**src/rtl/idivmod_requester_if.sv**
```systemverilog
// Bundle of the request stream, result stream and divider-side signals of
// the divide/modulo requester. The master modport is the requester's view;
// the slave modport is the view of whatever surrounds it (producer,
// consumer and the divider itself).
interface idivmod_requester_if #(
  parameter int TAG_W = 4
) ();

  // request stream
  logic             in_valid;
  logic             in_ready;
  logic [31:0]      in_dividend;
  logic [31:0]      in_divisor;
  logic [TAG_W-1:0] in_tag;

  // result stream
  logic             out_valid;
  logic             out_ready;
  logic [31:0]      out_quot;
  logic [31:0]      out_rem;
  logic [TAG_W-1:0] out_tag;
  logic             out_err;

  // divider side
  logic             div_rq;
  logic [31:0]      div_dividend;
  logic [31:0]      div_divisor;
  logic [31:0]      div_quot;
  logic [31:0]      div_rem;
  logic             div_ack;
  logic             div_hung;

  modport master (
    input  in_valid, in_dividend, in_divisor, in_tag,
    output in_ready,
    output out_valid, out_quot, out_rem, out_tag, out_err,
    input  out_ready,
    output div_rq, div_dividend, div_divisor, div_hung,
    input  div_quot, div_rem, div_ack
  );

  modport slave (
    output in_valid, in_dividend, in_divisor, in_tag,
    input  in_ready,
    input  out_valid, out_quot, out_rem, out_tag, out_err,
    output out_ready,
    input  div_rq, div_dividend, div_divisor, div_hung,
    output div_quot, div_rem, div_ack
  );

endinterface

```
**src/rtl/idivmod_requester.sv**
```systemverilog
// Initiator-side front end for the multi-cycle signed divide/modulo unit.
// Requests are queued in a small in-order FIFO, issued to the divider with a
// one-cycle rq pulse, and answered on a registered valid/ready result port.
// Divide-by-zero never reaches the divider, and a watchdog turns a divider
// that stops acking into a sticky "hung" condition answered locally.
module idivmod_requester #(
  parameter int DEPTH   = 4,
  parameter int TAG_W   = 4,
  parameter int TIMEOUT = 256
) (
  input  logic                clk,
  input  logic                reset,
  idivmod_requester_if.master bus
);

  localparam int PTR_W = $clog2(DEPTH);
  localparam int CNT_W = PTR_W + 1;
  localparam int WD_W  = $clog2(TIMEOUT + 1);

  localparam logic [CNT_W-1:0] FULL_CNT = CNT_W'(DEPTH);
  // The watchdog fires in the cycle whose increment would reach TIMEOUT,
  // so a request waits exactly TIMEOUT cycles in WAIT_LOW/WAIT_ACK.
  localparam logic [WD_W-1:0]  WD_LAST  = WD_W'(TIMEOUT - 1);

  typedef enum logic [2:0] {
    IDLE,
    ISSUE,
    WAIT_LOW,
    WAIT_ACK,
    RESP
  } state_t;

  typedef struct packed {
    logic [31:0]      dividend;
    logic [31:0]      divisor;
    logic [TAG_W-1:0] tag;
  } req_t;

  // ---------------------------------------------------------------------
  // Input FIFO
  // ---------------------------------------------------------------------
  req_t             fifo_mem [DEPTH];
  logic [PTR_W-1:0] wr_ptr_q, wr_ptr_d;
  logic [PTR_W-1:0] rd_ptr_q, rd_ptr_d;
  logic [CNT_W-1:0] count_q,  count_d;
  logic             fifo_push;
  logic             fifo_pop;
  logic             fifo_empty;
  logic             in_ready_w;
  req_t             in_entry;
  req_t             head;

  // Full is judged on the registered count only: a pop in the same cycle
  // does not make room for a push.
  assign in_ready_w = reset & (count_q != FULL_CNT);
  assign fifo_push  = bus.in_valid & in_ready_w;
  assign fifo_empty = (count_q == '0);
  assign in_entry   = '{dividend: bus.in_dividend,
                        divisor:  bus.in_divisor,
                        tag:      bus.in_tag};
  assign head       = fifo_mem[rd_ptr_q];

  // FIFO storage write port; contents need no reset because the
  // pointers and count define what is valid.
  always_ff @(posedge clk) begin
    if (fifo_push) begin
      fifo_mem[wr_ptr_q] <= in_entry;
    end
  end

  // FIFO pointer and occupancy next-state.
  always_comb begin
    wr_ptr_d = wr_ptr_q;
    rd_ptr_d = rd_ptr_q;
    count_d  = count_q;
    if (fifo_push) begin
      wr_ptr_d = wr_ptr_q + PTR_W'(1);
    end
    if (fifo_pop) begin
      rd_ptr_d = rd_ptr_q + PTR_W'(1);
    end
    case ({fifo_push, fifo_pop})
      2'b10:   count_d = count_q + CNT_W'(1);
      2'b01:   count_d = count_q - CNT_W'(1);
      default: count_d = count_q;
    endcase
  end

  // FIFO pointer and occupancy registers.
  always_ff @(posedge clk) begin
    if (!reset) begin
      wr_ptr_q <= '0;
      rd_ptr_q <= '0;
      count_q  <= '0;
    end else begin
      wr_ptr_q <= wr_ptr_d;
      rd_ptr_q <= rd_ptr_d;
      count_q  <= count_d;
    end
  end

  // ---------------------------------------------------------------------
  // Request sequencer
  // ---------------------------------------------------------------------
  state_t           state_q, state_d;
  logic [31:0]      op_dividend_q, op_dividend_d;
  logic [31:0]      op_divisor_q,  op_divisor_d;
  logic [TAG_W-1:0] op_tag_q,      op_tag_d;
  logic [31:0]      res_quot_q,    res_quot_d;
  logic [31:0]      res_rem_q,     res_rem_d;
  logic             res_err_q,     res_err_d;
  logic [WD_W-1:0]  wd_cnt_q,      wd_cnt_d;
  logic             hung_q,        hung_d;
  logic             out_valid_q,   out_valid_d;
  logic [31:0]      out_quot_q,    out_quot_d;
  logic [31:0]      out_rem_q,     out_rem_d;
  logic [TAG_W-1:0] out_tag_q,     out_tag_d;
  logic             out_err_q,     out_err_d;

  // Next-state, datapath loads and result-register update.
  always_comb begin
    state_d       = state_q;
    fifo_pop      = 1'b0;
    op_dividend_d = op_dividend_q;
    op_divisor_d  = op_divisor_q;
    op_tag_d      = op_tag_q;
    res_quot_d    = res_quot_q;
    res_rem_d     = res_rem_q;
    res_err_d     = res_err_q;
    wd_cnt_d      = wd_cnt_q;
    hung_d        = hung_q;
    // A consumed result drops valid unless RESP reloads on the same edge.
    out_valid_d   = out_valid_q & ~bus.out_ready;
    out_quot_d    = out_quot_q;
    out_rem_d     = out_rem_q;
    out_tag_d     = out_tag_q;
    out_err_d     = out_err_q;

    unique case (state_q)
      IDLE: begin
        if (!fifo_empty) begin
          fifo_pop      = 1'b1;
          op_dividend_d = head.dividend;
          op_divisor_d  = head.divisor;
          op_tag_d      = head.tag;
          if (head.divisor == '0) begin
            // The divider would never terminate; answer locally.
            res_quot_d = '1;
            res_rem_d  = head.dividend;
            res_err_d  = 1'b1;
            state_d    = RESP;
          end else if (hung_q) begin
            // Divider is considered dead: never issue again.
            res_quot_d = '0;
            res_rem_d  = '0;
            res_err_d  = 1'b1;
            state_d    = RESP;
          end else begin
            state_d = ISSUE;
          end
        end
      end

      ISSUE: begin
        wd_cnt_d = '0;
        state_d  = WAIT_LOW;
      end

      WAIT_LOW: begin
        // An ack still high here belongs to the previous operation; only
        // its fall proves the divider accepted this request.
        wd_cnt_d = wd_cnt_q + WD_W'(1);
        if (wd_cnt_q == WD_LAST) begin
          res_quot_d = '0;
          res_rem_d  = '0;
          res_err_d  = 1'b1;
          hung_d     = 1'b1;
          state_d    = RESP;
        end else if (!bus.div_ack) begin
          state_d = WAIT_ACK;
        end
      end

      WAIT_ACK: begin
        wd_cnt_d = wd_cnt_q + WD_W'(1);
        if (bus.div_ack) begin
          res_quot_d = bus.div_quot;
          res_rem_d  = bus.div_rem;
          res_err_d  = 1'b0;
          state_d    = RESP;
        end else if (wd_cnt_q == WD_LAST) begin
          res_quot_d = '0;
          res_rem_d  = '0;
          res_err_d  = 1'b1;
          hung_d     = 1'b1;
          state_d    = RESP;
        end
      end

      RESP: begin
        if (!out_valid_q || bus.out_ready) begin
          out_valid_d = 1'b1;
          out_quot_d  = res_quot_q;
          out_rem_d   = res_rem_q;
          out_tag_d   = op_tag_q;
          out_err_d   = res_err_q;
          state_d     = IDLE;
        end
      end

      default: begin
        state_d = IDLE;
      end
    endcase
  end

  // State register.
  always_ff @(posedge clk) begin
    if (!reset) begin
      state_q <= IDLE;
    end else begin
      state_q <= state_d;
    end
  end

  // Operand, pending-result, watchdog and sticky-hung registers.
  always_ff @(posedge clk) begin
    if (!reset) begin
      op_dividend_q <= '0;
      op_divisor_q  <= '0;
      op_tag_q      <= '0;
      res_quot_q    <= '0;
      res_rem_q     <= '0;
      res_err_q     <= 1'b0;
      wd_cnt_q      <= '0;
      hung_q        <= 1'b0;
    end else begin
      op_dividend_q <= op_dividend_d;
      op_divisor_q  <= op_divisor_d;
      op_tag_q      <= op_tag_d;
      res_quot_q    <= res_quot_d;
      res_rem_q     <= res_rem_d;
      res_err_q     <= res_err_d;
      wd_cnt_q      <= wd_cnt_d;
      hung_q        <= hung_d;
    end
  end

  // Result output register.
  always_ff @(posedge clk) begin
    if (!reset) begin
      out_valid_q <= 1'b0;
      out_quot_q  <= '0;
      out_rem_q   <= '0;
      out_tag_q   <= '0;
      out_err_q   <= 1'b0;
    end else begin
      out_valid_q <= out_valid_d;
      out_quot_q  <= out_quot_d;
      out_rem_q   <= out_rem_d;
      out_tag_q   <= out_tag_d;
      out_err_q   <= out_err_d;
    end
  end

  // ---------------------------------------------------------------------
  // Port drive
  // ---------------------------------------------------------------------
  // Operands come straight from the operand registers, which only change
  // on a pop in IDLE, so they are stable while the divider works.
  assign bus.in_ready     = in_ready_w;
  assign bus.div_rq       = (state_q == ISSUE);
  assign bus.div_dividend = op_dividend_q;
  assign bus.div_divisor  = op_divisor_q;
  assign bus.div_hung     = hung_q;
  assign bus.out_valid    = out_valid_q;
  assign bus.out_quot     = out_quot_q;
  assign bus.out_rem      = out_rem_q;
  assign bus.out_tag      = out_tag_q;
  assign bus.out_err      = out_err_q;

endmodule
```
**src/flat_wrapper.sv**
```systemverilog
// flat-port wrapper written by rule: the top's interface ports become plain ports
module idivmod_requester_flat 
#(
  parameter int DEPTH   = 4,
  parameter int TAG_W   = 4,
  parameter int TIMEOUT = 256
)
  (clk, reset, bus_in_valid, bus_in_dividend, bus_in_divisor, bus_in_tag, bus_in_ready, bus_out_valid, bus_out_quot, bus_out_rem, bus_out_tag, bus_out_err, bus_out_ready, bus_div_rq, bus_div_dividend, bus_div_divisor, bus_div_hung, bus_div_quot, bus_div_rem, bus_div_ack);
  idivmod_requester_if #(.TAG_W(TAG_W)) bus_i ();
  input  logic clk;
  input  logic reset;
  input wire logic [$bits(bus_i.in_valid)-1:0] bus_in_valid;
  input wire logic [$bits(bus_i.in_dividend)-1:0] bus_in_dividend;
  input wire logic [$bits(bus_i.in_divisor)-1:0] bus_in_divisor;
  input wire logic [$bits(bus_i.in_tag)-1:0] bus_in_tag;
  output wire logic [$bits(bus_i.in_ready)-1:0] bus_in_ready;
  output wire logic [$bits(bus_i.out_valid)-1:0] bus_out_valid;
  output wire logic [$bits(bus_i.out_quot)-1:0] bus_out_quot;
  output wire logic [$bits(bus_i.out_rem)-1:0] bus_out_rem;
  output wire logic [$bits(bus_i.out_tag)-1:0] bus_out_tag;
  output wire logic [$bits(bus_i.out_err)-1:0] bus_out_err;
  input wire logic [$bits(bus_i.out_ready)-1:0] bus_out_ready;
  output wire logic [$bits(bus_i.div_rq)-1:0] bus_div_rq;
  output wire logic [$bits(bus_i.div_dividend)-1:0] bus_div_dividend;
  output wire logic [$bits(bus_i.div_divisor)-1:0] bus_div_divisor;
  output wire logic [$bits(bus_i.div_hung)-1:0] bus_div_hung;
  input wire logic [$bits(bus_i.div_quot)-1:0] bus_div_quot;
  input wire logic [$bits(bus_i.div_rem)-1:0] bus_div_rem;
  input wire logic [$bits(bus_i.div_ack)-1:0] bus_div_ack;
  assign bus_i.in_valid = bus_in_valid;
  assign bus_i.in_dividend = bus_in_dividend;
  assign bus_i.in_divisor = bus_in_divisor;
  assign bus_i.in_tag = bus_in_tag;
  assign bus_in_ready = bus_i.in_ready;
  assign bus_out_valid = bus_i.out_valid;
  assign bus_out_quot = bus_i.out_quot;
  assign bus_out_rem = bus_i.out_rem;
  assign bus_out_tag = bus_i.out_tag;
  assign bus_out_err = bus_i.out_err;
  assign bus_i.out_ready = bus_out_ready;
  assign bus_div_rq = bus_i.div_rq;
  assign bus_div_dividend = bus_i.div_dividend;
  assign bus_div_divisor = bus_i.div_divisor;
  assign bus_div_hung = bus_i.div_hung;
  assign bus_i.div_quot = bus_div_quot;
  assign bus_i.div_rem = bus_div_rem;
  assign bus_i.div_ack = bus_div_ack;
  idivmod_requester #(.DEPTH(DEPTH), .TAG_W(TAG_W), .TIMEOUT(TIMEOUT)) u_core (.clk(clk), .reset(reset), .bus(bus_i));
endmodule
```
**config.mk**
```make
export PLATFORM = sky130hd
export DESIGN_NAME = idivmod_requester_flat
export DESIGN_NICKNAME = d
export VERILOG_FILES = /design/src/rtl/idivmod_requester_if.sv /design/src/rtl/idivmod_requester.sv /design/src/flat_wrapper.sv
export SDC_FILE = /design/constraint.sdc
export NUM_CORES = 1
export LEC_CHECK = 0
export CAP_MARGIN = 20
export CORE_ASPECT_RATIO = 0.8
export CORE_MARGIN = 2
export CORE_UTILIZATION = 49
export DETAILED_ROUTE_END_ITERATION = 12
export HOLD_SLACK_MARGIN = 0.15
export PLACE_DENSITY_LB_ADDON = 0.1
export SETUP_SLACK_MARGIN = 0.5
export SYNTH_ARGS = -nofsm -noshare
export SYNTH_HDL_FRONTEND = slang
export SYNTH_SLANG_ARGS = --single-unit
export TNS_END_PERCENT = 50
```
**constraint.sdc**
```tcl
create_clock -name clk -period 3 [get_ports clk]
set_input_delay 0.6 -clock clk [delete_from_list [all_inputs] [get_ports clk]]
set_output_delay 0.6 -clock clk [all_outputs]
set_load 0.01 [all_outputs]
```
Word-level counts from Yosys, hierarchy flattened
Memories as Yosys holds them, arrays and structs flattened. A register that Yosys moved wholly into a read port is not among the register bits.
Cells that the tools add are included.
{ "word_totals": {"regBits": 223, "ramBits": 272, "out_inout_bits": 137, "wordCells": 96, "memories": 1} }
{ "memory_table": {"columns": ["name", "depth", "width", "rd", "rd_ports_with_merged_regs", "write_ports", "line_no", "source"], "rows": [
  ["u_core.fifo_mem", 4, 68, 1, 1, 1, "idivmod_requester.sv:42", "req_t fifo_mem [DEPTH];"]
]} }
{ "op_classes": {"n_addsub": 5, "n_eq_ne": 14, "mux": 39, "n_bitwise": 5, "reduce_logical": 15} }
{ "ops": {"columns": ["cell", "count"], "rows": [
  ["32-bit 2-to-1 mux", 9],
  ["32-bit one-hot mux with 3 select lines", 2],
  ["32-bit logical NOT", 1],
  ["3-bit 2-to-1 mux", 8],
  ["9-bit one-hot mux with 2 select lines", 1],
  ["3-bit one-hot mux with 5 select lines", 1],
  ["1-bit 2-to-1 mux", 13],
  ["9-bit by 1-bit adder with 9-bit output (second input constant)", 1],
  ["9-bit by 8-bit == test with 1-bit output (second input constant)", 1],
  ["3-bit by 2-bit == test with 1-bit output (second input constant)", 2],
  ["3-bit logical NOT", 2],
  ["3-bit by 2-bit != test with 1-bit output (second input constant)", 2],
  ["3-bit one-hot mux with 2 select lines", 1],
  ["2-bit AND reduction", 3],
  ["2-bit nonzero test", 3],
  ["2-bit by 1-bit adder with 2-bit output (second input constant)", 2],
  ["2-bit 2-to-1 mux", 2],
  ["2-bit != test (second input constant)", 2],
  ["4-bit AND reduction", 1],
  ["3-bit by 1-bit adder with 3-bit output (second input constant)", 1],
  ["1-bit bitwise AND", 3],
  ["3-bit by 1-bit == test with 1-bit output (second input constant)", 1],
  ["3-bit == test (second input constant)", 1],
  ["3-bit by 1-bit != test with 1-bit output (second input constant)", 1],
  ["13 further kinds", 14]
]} }

Longest topological paths before layout
Gate-level depths: netlist of the first run.
{ "depth": {"ltp_word": 5, "ltp_mapped": 12, "depth_no_buf": 10} }

Worst setup path before layout of the first run
OpenSTA, ideal clock, no wires.
{ "synth_timing": {"path_type": "input to register", "start": "in reset", "end": "mem u_core.fifo_mem[0][0] in the netlist's numbering, enable pin", "setup_ns": 0.434, "t_arrival_ns": 2.727, "t_required_ns": 2.566, "slack_ns": -0.161, "stages": 3, "cell_sequence": "inv_1 > a31oi_1 > and3_1"} }
{ "synth_between": {"elab_chain_cells": 4} }
{ "synth_rtl": {"columns": ["item", "line_no", "source"], "rows": [
  ["from (decl)", "flat_wrapper.sv:11", "input logic reset;"],
  ["1-bit bitwise AND", "idivmod_requester.sv:55", "assign in_ready_w = reset & (count_q != FULL_CNT);"],
  ["named net bus_in_ready", "flat_wrapper.sv:16", "output wire logic [$bits(bus_i.in_ready)-1:0] bus_in_ready;"],
  ["1-bit bitwise AND", "idivmod_requester.sv:56", "assign fifo_push = bus.in_valid & in_ready_w;"],
  ["1-bit 2-to-1 mux", "idivmod_requester.sv:66", "if (fifo_push) begin"],
  ["1-bit 2-to-1 mux (implied by the code)", "idivmod_requester.sv:67", "fifo_mem[wr_ptr_q] <= in_entry;"],
  ["to (decl)", "idivmod_requester.sv:42", null]
]} }
The timed path passes the listed nets, and every way through them passes these cells.

==> qor.yml, run 1 <==
pwr-share-comb_pct: 25.4
p_leak_nw: 7.83
hold_buffers: 0
crit_required_ns: 3.48
drt_iter0_markers: 1565
swShare_pct: 29.8
ys.flop_type: "edfxtp_1"
violations: "negative setup slack"
gp_congestion: 0.826
p_sw_mw: 5.75
dieArea_um2: 39300
die_x_um: 221
synth-xor-area-share_pct: 0.237
fill_cells: 2791
syn_to_final_growth_pct: 29.8
syn-num-nets: 1584
worst-setup-path-type: "register to register"
drt_first_pass_iters: 6
clkPwrFrac_pct: 31.0
syn-instance-count: 1439
root_buffer: "clkbuf_16"
cts_buffers: 48
period_share_pct: 102
drive_gt1_share_pct: 13.3
clk_path_buf_depth: 3
rrSetupSlack_ns: -0.05
grt_max_degree: 192
die_h_um: 178
rows: 63
synth_area_um2: 18500
synth_fa_ha_area_share_pct: 0.582
wl_per_cell_um: 21.6
worstMarginPinSlew_ns: 0.974
internal-power_mw: 13.5
cts_tree: "done"
ys_ff_latch: 497
synth-edff-count: 272
grt_pass1_wl_mm: 72.1
fin_crit_ns: 3.05
gr-total-overflow: 0
start_util_pct: 49.8
crit_slowest_cell: "mux4_2"
final_max_slew_viol_count: 0
setup_tns_ns: -0.932
fin_util_pct: 64.6
dpl.hpwl_mm: 30.6
wl_mm: 48.7
synth_cell_types: 43
fin_worst_skew_ns: 0.0220
ff_latch_area_um2: 12700
worst_slack_ns: -0.0475
grtUsageTotal_pct: 23.9
synthArstFlopShare_pct: 0
core-area_um2: 37100
yosys-top-cells-area: "edfxtp_1, dfxtp_1, mux4_2"
seq_power_share_pct: 43.6
via_per_inst: 5.63
rsz0062_at_grt: "yes"
syn_area_per_cell_um2: 12.8
yosys-top-cells-count: "nand2_1, edfxtp_1, dfxtp_1"
ys_seq_area_share_pct: 68.6
startpoint_type: "register"
cpMostUsedCell: "buf_12"
synthSimpleGateAreaFrac_pct: 8.70
powerDensity_nw_per_um2: 804
cap_violations: 0
synth_warnings: 0
hold_viol: 0
max_stage_delay_ns: 0.54
max_freq_ghz: 0.328
crit_chain: "buf_12, buf_4, mux4_2, nor4_4, nand2_1, or4_4, a21oi_4, buf_12, clkbuf_16, o21ai_1, a21oi_1"
reg2reg_depth: 11
first_global_vias: 12200
multi_input_comb_area_um2: 5450
synth_top_family_by_area: "compound AO/OA/AOI/OAI gates"
dr_total_vias: 12700
hold_path.class: "register to register"
antenna_found_initial: 6
status: "finished, violations left"
vdd_drop_max_mv: 0.513
synth.most_common_cell: "nand2_1"
fin_nets: 1869
relSlewSlack_pct: 35.0
setup_viol: 53
pin_count: 274
ant_nets: 0
htreeDepth: 2
path_max_fanout: 18
r2r_end: "u_core.res_quot_q[1]"
synth_compound_area_share_pct: 10.7
cp-endpoint: "u_core.res_quot_q[1]"
synth.area.mux_share_pct: 8.57
insertion_delay_ns: 0.57
synth_top_cell_area_share_pct: 44.2
end_kind: "register"
clock_sinks: 497
path_clk_slew_ns: 0.06
critPathArrivalTime_ns: 3.53
portBuffers: 273
drcViolationCount: 0
yosysTopAreaCell: "edfxtp_1"
-- kinds of logic (layout without fill, tap and decap cells) --
kind of cell / after synthesis / count (layout)
buffers and inverters: 117 / 442
flip-flops: 497 / 497
other: 0 / 4
adder cells (fa/ha/maj): 8 / 8
multiplexers: 73 / 73
AND/OR/NAND/NOR: 383 / 383
XOR/XNOR: 5 / 5
AO/OA/AOI/OAI: 356 / 356
-- cell type report --
class	count	share of cell area, %
clock inverters	25	0.986
clock buffers	65	5.53
multi-input cells	825	22.7
diodes	4	0.0417
well taps	487	2.54
inverters	11	0.193
flip-flops and latches	497	52.9
repair buffers	341	15.1
-- worst min path at each step --
stage,startpoint,to,slack [ns],depth (start not counted)
2_1_floorplan,u_core.res_quot_q[0],u_core.bus.out_quot[0],0.43,2
3_3_place_gp,u_core.res_quot_q[12],u_core.bus.out_quot[12],0.43,2
3_5_place_dp,u_core.res_quot_q[6],u_core.bus.out_quot[6],0.44,2
4_1_cts,u_core.res_quot_q[6],u_core.bus.out_quot[6],0.45,2
5_1_grt,u_core.res_quot_q[5],u_core.bus.out_quot[5],0.47,2
6_report,u_core.res_quot_q[6],u_core.bus.out_quot[6],0.45,2
-- power by group through the flow --
stage / Clock [mW] / Sequential [mW] / Combinational [mW]
after global routing: 6.35 / 8.47 / 5.30
after global placement: 0 / 8.50 / 4.62
after detailed placement: 0 / 8.53 / 4.66
after CTS: 6.09 / 8.39 / 4.77
after floorplan: 0 / 8.56 / 2.45
final: 5.98 / 8.40 / 4.89
-- layout by cell type (no fill, tap or decap), types with 4 or more instances in the layout --
| cell | count |
|---|---|
| nand2_1 | 284 |
| edfxtp_1 | 272 |
| clkdlybuf4s50_1 | 270 |
| dfxtp_1 | 220 |
| a21oi_1 | 210 |
| o21ai_1 | 77 |
| mux4_2 | 68 |
| clkbuf_16 | 54 |
| buf_4 | 39 |
| and2_1 | 34 |
| a222oi_1 | 32 |
| nor2_1 | 31 |
| o21ai_0 | 21 |
| buf_12 | 20 |
| clkbuf_1 | 13 |
| clkinv_2 | 9 |
| inv_1 | 8 |
| clkinv_1 | 8 |
| ha_1 | 7 |
| and3_1 | 5 |
| diode_2 | 4 |
| and3_4 | 4 |
| nor4_4 | 4 |
| a22oi_1 | 4 |
| bufinv_16 | 4 |
-- critical path, delay by kind of cell, from the launching register on --
kind / cells / cell delay, ns
muxes: 1 / 0.54
buffers and inverters: 4 / 0.66
DFF: 1 / 0.38
and+or+nand+nor: 3 / 0.96
AOI/OAI and AO/OA: 3 / 0.39
-- flip-flops by register name, indices dropped and copies added, names as in the netlist, named ones only --
| name | cells |
|---|---|
| u_core.bus.out_valid | 1 |
| u_core.bus.out_quot | 32 |
| u_core.bus.div_divisor | 32 |
| u_core.bus.div_dividend | 32 |
| u_core.wr_ptr_q | 2 |
| u_core.wd_cnt_q | 9 |
| u_core.res_rem_q | 32 |
| u_core.op_tag_q | 4 |
| u_core.bus.out_tag | 4 |
| u_core.res_err_q | 1 |
| u_core.rd_ptr_q | 2 |
| u_core.bus.div_hung | 1 |
| u_core.state_q | 3 |
| u_core.count_q | 3 |
| u_core.fifo_mem | 272 |
| u_core.bus.out_err | 1 |
| u_core.bus.out_rem | 32 |
| u_core.res_quot_q | 32 |
-- routing by layer --
| metal | GRT usage, % | up-vias | wire, um |
|---|---|---|---|
| li1 | - | 5855 | - |
| met1 | 35.4 | 6321 | 22100 |
| met2 | 36.0 | 430 | 22200 |
| met3 | 4.54 | 80 | 3230 |
| met4 | 7.05 | 0 | 1210 |
| met5 | 0 | - | 0 |
-- timing repair --
item | 4_1_cts | 5_1_grt
buffers inserted | 6 | 9
endpoints found under the setup margin | 69 | 71
cloned | 0 | 4
resized for setup | 13 | 25
pin swaps | 11 | 8
-- stage by stage --
stage / instances / hold WS, ns / setup slack, ns / area, um^2 / total power [mW]
6_report: 2255 / 0.445 / -0.0475 / 24000 / 19.3
5_1_grt: 2254 / 0.466 / -0.171 / 24000 / 20.1
4_1_cts: 2238 / 0.447 / -0.0502 / 23700 / 19.2
3_5_place_dp: 2142 / 0.439 / -0.291 / 22100 / 13.2
3_3_place_gp: 2142 / 0.434 / -0.275 / 22100 / 13.1
2_1_floorplan: 1439 / 0.428 / -0.159 / 18500 / 11.0
(Power assumes the default switching activity.)
==> run 2, diff against run 1 <==
- GPL_TIMING_DRIVEN: not set -> 0
==> run 2 against run 1 <==
  * The run still ends with negative setup slack left
  * Clock skew fell by 0.0045 ns
  * Critical path depth increased by 1
  * Core utilization grew 1.2 points
  * First-iteration DRC count decreased by 14%
  * Die area unchanged
  * Sequential share of layout area shrank 1.0 points
  * Cell count rose by 3.3%
  * Via count up 2.5%
  * Flip-flop and latch count stayed put
  * Register-to-register slack worse by 0.09 ns
  * Setup slack worse by 0.088 ns
  * Largest cell class unchanged
  * Highest routed layer unchanged
==> qor.yml, run 2 (synthesized netlist as in run 1, its figures left out) <==
largest_reg_flops: 272  # unchanged
clkPwrFrac_pct: 29.5  # was 31.0%
clock_sinks: 497  # unchanged
rrSetupSlack_ns: -0.14  # was -0.05 ns
path_max_fanout: 8  # was 18
syn_to_final_growth_pct: 32.2  # was 29.8%
worst-setup-path-type: "register to register"  # unchanged
antenna_found_initial: 6  # unchanged
multi_input_comb_area_um2: 5590  # was 5450 um^2
worstMarginPinSlew_ns: 0.954  # was 0.974 ns
p_leak_nw: 7.98  # was 7.83 nW
setup_viol: 63  # was 53
via_per_inst: 5.58  # was 5.63
top_register: "u_core.fifo_mem"  # unchanged
cts_buffers: 49  # was 48
status: "finished, violations left"  # unchanged
core-area_um2: 37100  # unchanged
power_mw: 19.8  # was 19.3 mW
die_x_um: 221  # unchanged
final_cell_mix: "nand2_1, edfxtp_1, clkdlybuf4s50_1"  # unchanged
met1_usage_pct: 35.7  # was 35.4%
critPathArrivalTime_ns: 3.61  # was 3.53 ns
period_share_pct: 105  # was 102%
violations: "negative setup slack"  # unchanged
crit_required_ns: 3.48  # about the same
end_kind: "register"  # unchanged
holdPathStages: 2  # unchanged
ant_nets: 0  # unchanged
p_sw_mw: 6.05  # was 5.75 mW
pin_count: 274  # unchanged
hold_buffers: 0  # unchanged
wl_mm: 50.8  # was 48.7 mm
grt_max_degree: 56  # was 192
cap_violations: 0  # unchanged
crit_slowest_cell: "or4_4"  # was mux4_2
place_inst: 2204  # was 2142
drt_iter0_markers: 1347  # was 1565
worst-path-buf-inv: 5  # was 4
clk_path_buf_depth: 3  # unchanged
wl_per_cell_um: 21.8  # was 21.6 um
dr_total_vias: 13000  # was 12700
powerDensity_nw_per_um2: 812  # was 804 nW/um^2
crit_chain: "buf_12, buf_12, mux4_2, nor4_2, nand2_1, or4_4, a21oi_4, buf_12, buf_12, buf_8, o21ai_1, a21oi_1"  # was buf_12, buf_4, mux4_2, nor4_4, nand2_1, or4_4, a21oi_4, buf_12, clkbuf_16, o21ai_1, a21oi_1
vdd_drop_max_mv: 0.451  # was 0.513 mV
relSlewSlack_pct: 36.4  # was 35.0%
die_h_um: 178  # unchanged
hold_path.class: "register to register"  # unchanged
cts_tree: "done"  # unchanged
fin_worst_skew_ns: 0.0176  # was 0.0220 ns
r2r_end: "u_core.res_quot_q[4]"  # was u_core.res_quot_q[1]
pwr-share-comb_pct: 28.1  # was 25.4%
first_global_vias: 12700  # was 12200
htreeDepth: 2  # unchanged
whs_endpoint: "u_core.bus.out_rem[30]"  # was u_core.bus.out_quot[6]
startpoint_type: "register"  # unchanged
gr-total-overflow: 0  # unchanged
rsz0062_at_grt: "yes"  # unchanged
max_freq_ghz: 0.319  # was 0.328 GHz
start_util_pct: 49.8  # unchanged
max_stage_delay_ns: 0.63  # was 0.54 ns
reg2reg_depth: 12  # was 11
final_common_cell: "nand2_1"  # unchanged
gp_congestion: 0.834  # was 0.826
grtUsageMet3_pct: 5.36  # was 4.54%
grtUsageMet2_pct: 38.7  # was 36.0%
critical_path_depth: 12  # was 11
portBuffers: 273  # unchanged
rows: 63  # unchanged
internal-power_mw: 13.8  # was 13.5 mW
top_usage_layer: "met2"  # unchanged
insertion_delay_ns: 0.57  # about the same
hp-start: "u_core.bus.out_rem[30]"  # was u_core.res_quot_q[6]
swShare_pct: 30.5  # was 29.8%
fill_cells: 2786  # was 2791
worst_slack_ns: -0.135  # was -0.0475 ns
grtUsageTotal_pct: 25.2  # was 23.9%
path_clk_slew_ns: 0.06  # about the same
seq_power_share_pct: 42.4  # was 43.6%
dieArea_um2: 39300  # unchanged
crit_family: "simple AND/OR/NAND/NOR gates"  # unchanged
fin_crit_ns: 3.14  # was 3.05 ns
cpMostUsedCell: "buf_12"  # unchanged
hold_viol: 0  # unchanged
grt_pass1_wl_mm: 75.2  # was 72.1 mm
drive_gt1_share_pct: 15.1  # was 13.3%
fin_nets: 1942  # was 1869
final_max_slew_viol_count: 0  # unchanged
drcViolationCount: 0  # unchanged
drt_first_pass_iters: 6  # unchanged
instances_no_fill: 2329  # was 2255
root_buffer: "clkbuf_16"  # unchanged
dpl.hpwl_mm: 34.5  # was 30.6 mm
ff_latch_area_um2: 12700  # about the same
run 2: changes by cell type in the layout (fill, tap and decap cells not counted), moves of 5 or more:
cell and delta:
a21oi_2 +9, o21ai_2 +25, o21ai_0 -14, o21ai_1 -12, clkbuf_2 +12, clkbuf_1 +61, buf_6 +5, clkbuf_8 +6
buf_8 +6, buf_12 -10, clkbuf_4 +6, buf_4 -16, a21oi_1 -8
run 2: worst max-delay path by stage:
stage	from	endpoint
3_5_place_dp	register	u_core.res_rem_q[5]
4_1_cts	register	u_core.res_quot_q[28]
3_3_place_gp	reset	u_core.fifo_mem[3][43]
6_report	register	u_core.res_quot_q[4]
5_1_grt	register	u_core.res_quot_q[4]
2_1_floorplan	reset	u_core.fifo_mem[3][0]
run 2: per-stage QoR:
stage / utilization, % / area, um^2 / setup WS, ns / hold WS, ns / setup TNS (ns)
floorplan: - / 18500 / -0.159 / 0.428 / -10.81
global placement: 58.8 / 21800 / -2.38 / 0.437 / -426.37
CTS: 65.0 / 24100 / -0.108 / 0.453 / -3.44
finish: 65.8 / 24400 / -0.135 / 0.453 / -3.54
global route: 65.8 / 24400 / -0.248 / 0.462 / -10.31
detailed placement: 59.2 / 22000 / -0.984 / 0.443 / -93.33
run 2: layout make-up:
class / instances / area share, %
plain buffers: 106 / 3.03
diodes: 5 / 0.0512
flip-flops and latches: 497 / 51.9
inverters: 11 / 0.200
repair buffers: 307 / 13.2
clock inverters: 14 / 0.271
clock buffers: 77 / 5.99
well taps: 487 / 2.49
multi-input cells: 825 / 22.9
run 2: per-layer routing:
| layer | wire length, um | vias up |
|---|---|---|
| met2 | 23200 | 497 |
| met3 | 3810 | 94 |
| met4 | 1630 | 0 |
| met1 | 22200 | 6385 |
| met5 | 0 | - |
| li1 | - | 6030 |
run 2: what timing repair did:
| item | in CTS | in global routing |
|---|---|---|
| setup buffers | 11 | 10 |
| pin swaps | 13 | 25 |
| gates cloned | 6 | 2 |
| endpoints found under the setup margin | 336 | 89 |
| endpoints found under the hold margin | 0 | 0 |
| gates resized for setup | 146 | 50 |
run 2: worst reg2reg max path: cells and delay by family (launching register included):
kind	cells	cell delay [ns]
multiplexers	1	0.58
AND/OR/NAND/NOR	3	1.01
flip-flops	1	0.34
AO/OA/AOI/OAI	3	0.44
buffers and inverters	5	0.69
run 2: power by group through the flow:
| stage | Clock [mW] | Combinational (mW) | Sequential, mW |
|---|---|---|---|
| after floorplan | 0 | 2.45 | 8.56 |
| after global placement | 0 | 4.54 | 8.51 |
| after detailed placement | 0 | 4.66 | 8.51 |
| after CTS | 5.93 | 5.34 | 8.39 |
| after global routing | 6.20 | 5.98 | 8.47 |
| final | 5.85 | 5.58 | 8.40 |
==> run 3, diff against run 2 <==
- GPL_TIMING_DRIVEN: 0 -> not set
- TNS_END_PERCENT: 50 -> 1
==> run 3 against run 2 <==
  * The run still ends with negative setup slack left
  * Sequential share of layout area up 1.1 points
  * Final area shrank 2.0%
  * Routed wire length fell by 5.0%
  * Clock-buffer cell count decreased by 15
  * Hold slack got worse by 0.0096 ns
  * Critical path depth down 1
  * Via count decreased by 3.3%
  * Cell count is 3.3% lower
  * Setup slack better by 0.038 ns
==> qor.yml, run 3 (synthesized netlist as in run 1, its figures left out) <==
status: "finished, violations left"  # unchanged
violations: "negative setup slack"  # unchanged
design_area_um2: 23900  # was 24400 um^2
hold_ws_ns: 0.443  # was 0.453 ns
syn_to_final_growth_pct: 29.5  # was 32.2%
worst_slack_ns: -0.0966  # was -0.135 ns
crit_slowest_cell: "or4_4"  # unchanged
antenna_found_initial: 7  # was 6
dpl.hpwl_mm: 30.2  # was 34.5 mm
grt_max_degree: 192  # was 56
die_x_um: 221  # unchanged
clock_sinks: 497  # unchanged
path_clk_slew_ns: 0.06  # about the same
ant_nets: 0  # unchanged
drt_iter0_markers: 1341  # was 1347
max_freq_ghz: 0.323  # was 0.319 GHz
grt_pass1_wl_mm: 72.1  # was 75.2 mm
core-area_um2: 37100  # unchanged
cpMostUsedCell: "buf_12"  # unchanged
worstMarginPinSlew_ns: 0.884  # was 0.954 ns
root_buffer: "clkbuf_16"  # unchanged
relSlewSlack_pct: 41.1  # was 36.4%
htreeDepth: 2  # unchanged
p_leak_nw: 7.80  # was 7.98 nW
fill_cells: 2857  # was 2786
path_max_fanout: 24  # was 8
hp-start: "u_core.res_quot_q[2]"  # was u_core.bus.out_rem[30]
first_global_vias: 12200  # was 12700
via_per_inst: 5.59  # was 5.58
hold_buffers: 0  # unchanged
insertion_delay_ns: 0.57  # about the same
place_area_um2: 22100  # was 22000 um^2
drt_first_pass_iters: 8  # was 6
start_util_pct: 49.8  # unchanged
ff_latch_area_um2: 12700  # about the same
final_common_cell: "nand2_1"  # unchanged
rows: 63  # unchanged
vdd_drop_max_mv: 0.511  # was 0.451 mV
cts_tree: "done"  # unchanged
gr-total-overflow: 0  # unchanged
wl_mm: 48.2  # was 50.8 mm
startpoint_type: "register"  # unchanged
drcViolationCount: 0  # unchanged
crit_chain: "buf_12, buf_4, mux4_2, nor4_2, nand2_1, or4_4, a21oi_4, buf_12, buf_12, buf_16, a21oi_1"  # was buf_12, buf_12, mux4_2, nor4_2, nand2_1, or4_4, a21oi_4, buf_12, buf_12, buf_8, o21ai_1, a21oi_1
instances_no_fill: 2252  # was 2329
rsz0062_at_grt: "yes"  # unchanged
drive_gt1_share_pct: 12.8  # was 15.1%
crit_required_ns: 3.45  # was 3.48 ns
cts_buffers: 49  # unchanged
fin_nets: 1863  # was 1942
clk_path_buf_depth: 3  # unchanged
fin_worst_skew_ns: 0.0238  # was 0.0176 ns
period_share_pct: 103  # was 105%
dieArea_um2: 39300  # unchanged
multi_input_comb_area_um2: 5420  # was 5590 um^2
die_h_um: 178  # unchanged
worst-setup-path-type: "register to register"  # unchanged
power_mw: 19.4  # was 19.8 mW
critPathArrivalTime_ns: 3.55  # was 3.61 ns
hold_viol: 0  # unchanged
cap_violations: 0  # unchanged
grtUsageTotal_pct: 23.8  # was 25.2%
max_stage_delay_ns: 0.58  # was 0.63 ns
powerDensity_nw_per_um2: 809  # was 812 nW/um^2
final_max_slew_viol_count: 0  # unchanged
final_cell_mix: "nand2_1, edfxtp_1, clkdlybuf4s50_1"  # unchanged
place_inst: 2143  # was 2204
top_register: "u_core.fifo_mem"  # unchanged
portBuffers: 273  # unchanged
largest_reg_flops: 272  # unchanged
gp_congestion: 0.822  # was 0.834
dr_total_vias: 12600  # was 13000
hold_path.class: "register to register"  # unchanged
dp_slack_ns: -0.194  # was -0.984 ns
fin_crit_ns: 3.10  # was 3.14 ns
wl_per_cell_um: 21.4  # was 21.8 um
pin_count: 274  # unchanged
end_kind: "register"  # unchanged
setup_viol: 65  # was 63
[run 3: worst paths after layout]
kind                            cells after the start  slack, ns                      to
worst max-delay path                               11       -0.1    u_core.res_rem_q[15]
worst min-delay path                                2       0.44  u_core.bus.out_quot[2]
worst max register to register                     11       -0.1    u_core.res_rem_q[15]
worst min register to register                      2       0.44  u_core.bus.out_quot[2]
[run 3: final cells by class]
class                   count  share of cell area [%]
diodes                      7                  0.0732
inverters                  11                   0.193
well taps                 487                    2.55
flip-flops and latches    497                    53.0
multi-input cells         825                    22.6
clock buffers              62                    5.49
clock inverters            29                    1.14
repair buffers            334                    15.0
[run 3: metal layers]
metal | vias to the layer above | global-route usage (%) | wire, um
li1 | 5850 | - | -
met2 | 415 | 35.8 | 22000
met3 | 80 | 4.83 | 3160
met5 | - | 0 | 0
met1 | 6238 | 34.4 | 21700
met4 | 0 | 8.86 | 1430
[run 3: critical path: cells and delay by family, from the launching register on]
kind                   cells  cell delay [ns]
AOI/OAI and AO/OA          2             0.25
buffers and inverters      5             0.74
DFF                        1             0.40
muxes                      1             0.53
and+or+nand+nor            3             1.04
[run 3: power breakdown]
part           leakage [nW]  switching (mW)  internal [mW]  total, mW
sequential             4.29           0.410           7.96       8.37
clock                 0.766            2.52           3.53       6.05
combinational          2.74            2.79           2.15       4.94
[run 3: repair_timing]
action | in CTS | in global routing
gates resized for setup | 11 | 13
gates cloned | 1 | 3
pin swaps | 23 | 14
buffers inserted | 1 | 6
setup endpoints to repair | 69 | 71
[run 3: metrics by stage]
step | util, % | TNS, ns
floorplan | - | -32.67
global placement | 59.5 | -6.62
detailed placement | 59.5 | -8.88
CTS | 64.0 | -4.51
global route | 64.5 | -10.43
finish | 64.5 | -4.12
